[src/rtl/pyramid_downsampler.sv]
// pyramid_downsampler: one pyramid level, FxF (F=2**K) raster downsampler.
// Default output is decimation; define DS_BOX_AVERAGE_EN for box averaging.
module pyramid_downsampler #(
  parameter int COL = 800,
  parameter int ROW = 600,
  parameter int DW  = 8,
  parameter int K   = 1
) (
  input  logic          VGA_Clk,
  input  logic          Reset,
  input  logic          Clk_en,
  input  logic [DW-1:0] Din,
  input  logic          Din_valid,
  output logic [DW-1:0] Dout,
  output logic          Dout_valid,
  input  logic          Dout_ready,
  output logic          Frame_done,
  output logic          Overflow
);

  localparam int F  = 1 << K;
  localparam int NG = COL / F;
  localparam int CW = (COL > 1) ? $clog2(COL) : 1;
  localparam int RW = (ROW > 1) ? $clog2(ROW) : 1;

  localparam logic [CW-1:0] COL_LAST = CW'(COL - 1);
  localparam logic [RW-1:0] ROW_LAST = RW'(ROW - 1);

  if ((COL % F) != 0 || (ROW % F) != 0 || K < 1 || K > 3)
  begin : g_bad_cfg
    $error("pyramid_downsampler: COL/ROW not multiples of 2**K or K outside 1..3");
  end

  logic [CW-1:0] col;
  logic [RW-1:0] row;
  logic          accept;
  logic          col_last;
  logic          row_last;
  logic          emit;
  logic [DW-1:0] emit_val;

  assign accept   = Din_valid & Clk_en;
  assign col_last = (col == COL_LAST);
  assign row_last = (row == ROW_LAST);
  assign emit     = accept
                  & (&col[K-1:0])
                  & (&row[K-1:0]);

  always_ff @(posedge VGA_Clk) begin
    if (Reset) begin
      col <= '0;
      row <= '0;
    end else if (accept) begin
      if (col_last) begin
        col <= '0;
        row <= row_last ? '0 : row + RW'(1);
      end else begin
        col <= col + CW'(1);
      end
    end
  end

`ifdef DS_BOX_AVERAGE_EN
  localparam int AW = DW + 2 * K;
  localparam int GW = (NG > 1) ? $clog2(NG) : 1;

  logic [AW-1:0] line_acc [NG];
  logic [GW-1:0] grp;
  logic [AW-1:0] sum;

  assign grp      = GW'(col >> K);
  assign sum      = line_acc[grp] + AW'(Din);
  // A full block sum is < F*F*2**DW, so the top DW bits are the floor mean.
  assign emit_val = sum[AW-1:2*K];

  always_ff @(posedge VGA_Clk) begin
    if (Reset) begin
      for (int i = 0; i < NG; i++) begin
        line_acc[i] <= '0;
      end
    end else if (accept) begin
      line_acc[grp] <= emit ? '0 : sum;
    end
  end
`else
  assign emit_val = Din;
`endif

  always_ff @(posedge VGA_Clk) begin
    if (Reset) begin
      Dout       <= '0;
      Dout_valid <= 1'b0;
      Overflow   <= 1'b0;
      Frame_done <= 1'b0;
    end else begin
      Frame_done <= accept & col_last & row_last;
      if (emit) begin
        // A stalled output keeps its sample; the newcomer is lost.
        if (Dout_valid && !Dout_ready) begin
          Overflow <= 1'b1;
        end else begin
          Dout       <= emit_val;
          Dout_valid <= 1'b1;
        end
      end else if (Dout_valid && Dout_ready) begin
        Dout_valid <= 1'b0;
      end
    end
  end

endmodule

[config.mk]
export PLATFORM = sky130hd
export DESIGN_NAME = pyramid_downsampler
export DESIGN_NICKNAME = d
export VERILOG_FILES = /design/src/rtl/pyramid_downsampler.sv
export SDC_FILE = /design/constraint.sdc
export NUM_CORES = 1
export LEC_CHECK = 0
export CAP_MARGIN = 20
export CELL_PAD_IN_SITES_DETAIL_PLACEMENT = 1
export CELL_PAD_IN_SITES_GLOBAL_PLACEMENT = 2
export CORE_MARGIN = 4
export CORE_UTILIZATION = 31
export CTS_CLUSTER_DIAMETER = 150
export DETAILED_ROUTE_END_ITERATION = 12
export PLACE_DENSITY = 0.88
export SLEW_MARGIN = 0
export SYNTH_ARGS = -nofsm -noshare
export SYNTH_HDL_FRONTEND = slang
export SYNTH_SLANG_ARGS = --single-unit
[constraint.sdc]
create_clock -name VGA_Clk -period 1.95 [get_ports VGA_Clk]
set_clock_uncertainty 0.1 [all_clocks]
set_input_delay 0.2925 -clock VGA_Clk [delete_from_list [all_inputs] [get_ports VGA_Clk]]
set_output_delay 0.2925 -clock VGA_Clk [all_outputs]
set_load 0.05 [all_outputs]
==> metrics, run 1 <==
outcome finished, final reports clean; DR top layer met4; worst hold slack 0.3945 ns; DR iter-0 viols 51; Final Util 42.89%; warnings from Yosys 0; Inserted Diodes 0; sequential area share after synthesis 44.01%; Post-Synthesis Cells 153; Critical R2R Capture row[8]; FF-to-FF setup slack 0.13 ns; worst r2r path cells 5; first-pass GRT wire length 6.147 mm; wl on met1 1.631 mm; worst-case clock buffer depth 2; Core ar. 0.004384 sq mm; Slew @ Worst Pin 0.5057 ns; # fillers 510; hold path cells 2; distinct cell type count after synthesis 38; GRT Total Usage 14.39%; nets@finish 204; Avg Cell Area, Syn 9.216 sq um; PD cells 664.9 mW/mm^2; Syn Nets 168; ys async rst share 0%; max cap viols 0; area leader, netlist dfxtp_1; clk sinks 31; number of flops mapped to enable cells by yosys 0; Hold Path End Dout[3]; Slew headroom 66.18%; critical path, cell by cell clkdlybuf4s50_1; I/O pins 24; Mapped Area 0.001410 sq mm; min Tclk post-route 1.824 ns; multi-input combinational cell area 758.2 sq um; Clock Tree Root clkbuf_8; WP buf/inv 1; CTS tree done; critical path's top delay family buffers and inverters; RSZ-0062 raised after global routing false; top cells by count, synth dfxtp_1, nor2_1, nand2_1, nand3_1, mux2i_1; Final GP Congestion 0.8279; Final ANT Viol Nets 0; Static Leakage 0.7090 nW; clk_lat worst skew 0.28 ns; slowest cell delay on critical path 0.81 ns; final instance area 0.001881 sq mm; Routed WL 3.582 mm; Finish-stage setup viols 0; setup ws final 0.1263 ns; share of layout cells above drive strength 1 13.68%; die width 75.45 um; vias in the first global route 1318; worst hold path type register to register; hold buffers post-CTS 0; initial antenna violation count 0; Startpoint Class register; setup slack at placement -0.04330 ns; Placed Instance Area 0.001779 sq mm; CP startpoint Overflow; via count 1260; Core Rows 24; clk slew on worst S/H paths 0.06 ns; r2r startpoint row[1]; drt pass-1 iters 4; Storage cell area 620.6 sq um; source of the worst hold timing path Dout[3]; Crit Path Max Fanout 2; DIE AREA 0.005692 sq mm; type of destination of the critical path primary output; cts bufs inserted 5; largest net degree at the start of global routing 23; dominant cells by area after synthesis dfxtp_1, mux2i_1, nor2_1; WS Path Type register to primary output; Buffers on Ports 23; WL met3 209 um; Max VDD drop 0.0003877 V; count of pins over their slew limit 0; gr ovfl total 0; Worst path slowest cell clkdlybuf4s50_1; register bit count reported by yosys 31; Arr. time, crit path 1.43 ns; Total Neg Setup Slack 0 ns; ys flop type dfxtp_1; drc violations 0; endpoints failing hold 0; WL/cell 14.80 um; final period utilization 93.52%; htree depth 2; most common cell in the netlist dfxtp_1; Die H 75.45 um; setup repair bufs after CTS 0; Critical Path RT 1.56 ns; met2 WL 1.684 mm; Max Fclk 548.3 MHz; Starting Density 32.16%; top cell type's share of synthesized area 44.01%; Area growth syn-to-layout 33.36%; DP HPWL 2.723 mm; DR vias/cell 5.207
[layout make-up]
class | count | area share, %
Multi-Input combinational cell | 115 | 40.32
Sequential cell | 31 | 33.00
Timing Repair Buffer | 35 | 17.70
Clock buffer | 8 | 5.323
Tap cell | 52 | 3.460
Inverter | 1 | 0.1996
[cell families (layout without fill, tap and decap cells)]
group | after synthesis | after routing | share of synthesized area [%]
compound gates | 15 | 15 | 7.632
flops | 31 | 31 | 44.01
simple gates | 80 | 80 | 32.30
buf+inv | 7 | 44 | 2.307
mux | 9 | 9 | 6.389
xor+xnor | 9 | 9 | 5.590
fa+ha+maj | 2 | 2 | 1.774
[registers in the layout (all words and copies together) (netlist names)]
name / cells
Dout: 8
Dout_valid: 1
Frame_done: 1
Overflow: 1
col: 10
row: 10
[metal layers]
layer  track usage [%]  vias up
li1                  -      622
met2             24.35       27
met4             6.214        0
met3             3.826        8
met1             17.11      603
met5                 0        -
[placed cells by master (no fill, tap or decap), types with 2 or more instances in the layout]
master           Yosys  final
mux2i_1              9      9
nor2b_1              2      2
o311ai_1             2      2
and4_1               2      2
nor2_1              23     23
nand4_1              8      8
xor2_1               8      8
buf_4                1     11
dfxtp_1             31     31
nand3b_1             3      3
a21oi_1              4      4
clkbuf_8             0      7
clkdlybuf4s50_1      0     23
ha_1                 2      2
nand3_1             10     10
nand2b_1             5      5
and3_1               8      7
nand2_1             10     10
[where the power goes]
| part | internal [mW] | total (mW) | switching, mW |
|---|---|---|---|
| combinational | 0.0383 | 0.0644 | 0.0261 |
| clock | 0.322 | 0.549 | 0.227 |
| sequential | 0.635 | 0.637 | 0.00157 |
| total | 0.995 | 1.25 | 0.255 |
[worst max-delay path by stage]
stage,slack [ns],endpoint,depth (start not counted)
after CTS,0.10,Overflow,1
after detailed placement,-0.04,row[8],5
after global routing,0.05,row[8],5
after global placement,0.03,row[8],5
final,0.13,Overflow,1
after floorplan,0.24,row[8],6
[repair_timing]
action / CTS / global route
hold endpoints to repair: 0 / 0
setup endpoints to repair: 0 / 1
gates resized for setup: 0 / 1
[metrics by stage]
stage          instances  power (mW)
2_1_floorplan        153      0.6702
3_3_place_gp         234      0.7135
3_5_place_dp         234      0.7153
4_1_cts              242       1.274
5_1_grt              242       1.306
6_report             242       1.250
No activity file was read; power rests on OpenSTA's default activity.
==> run 2, diff against run 1 <==
MAX_ROUTING_LAYER = met4   (was not set)
==> results of run 2 <==
No change in the layout: final DEF, timing and power equal those of run 1.
Main changes from that run: final weighted congestion in routability-driven placement 0.8279 -> 0.8405; overall routing resource usage 14.39% -> 14.83%
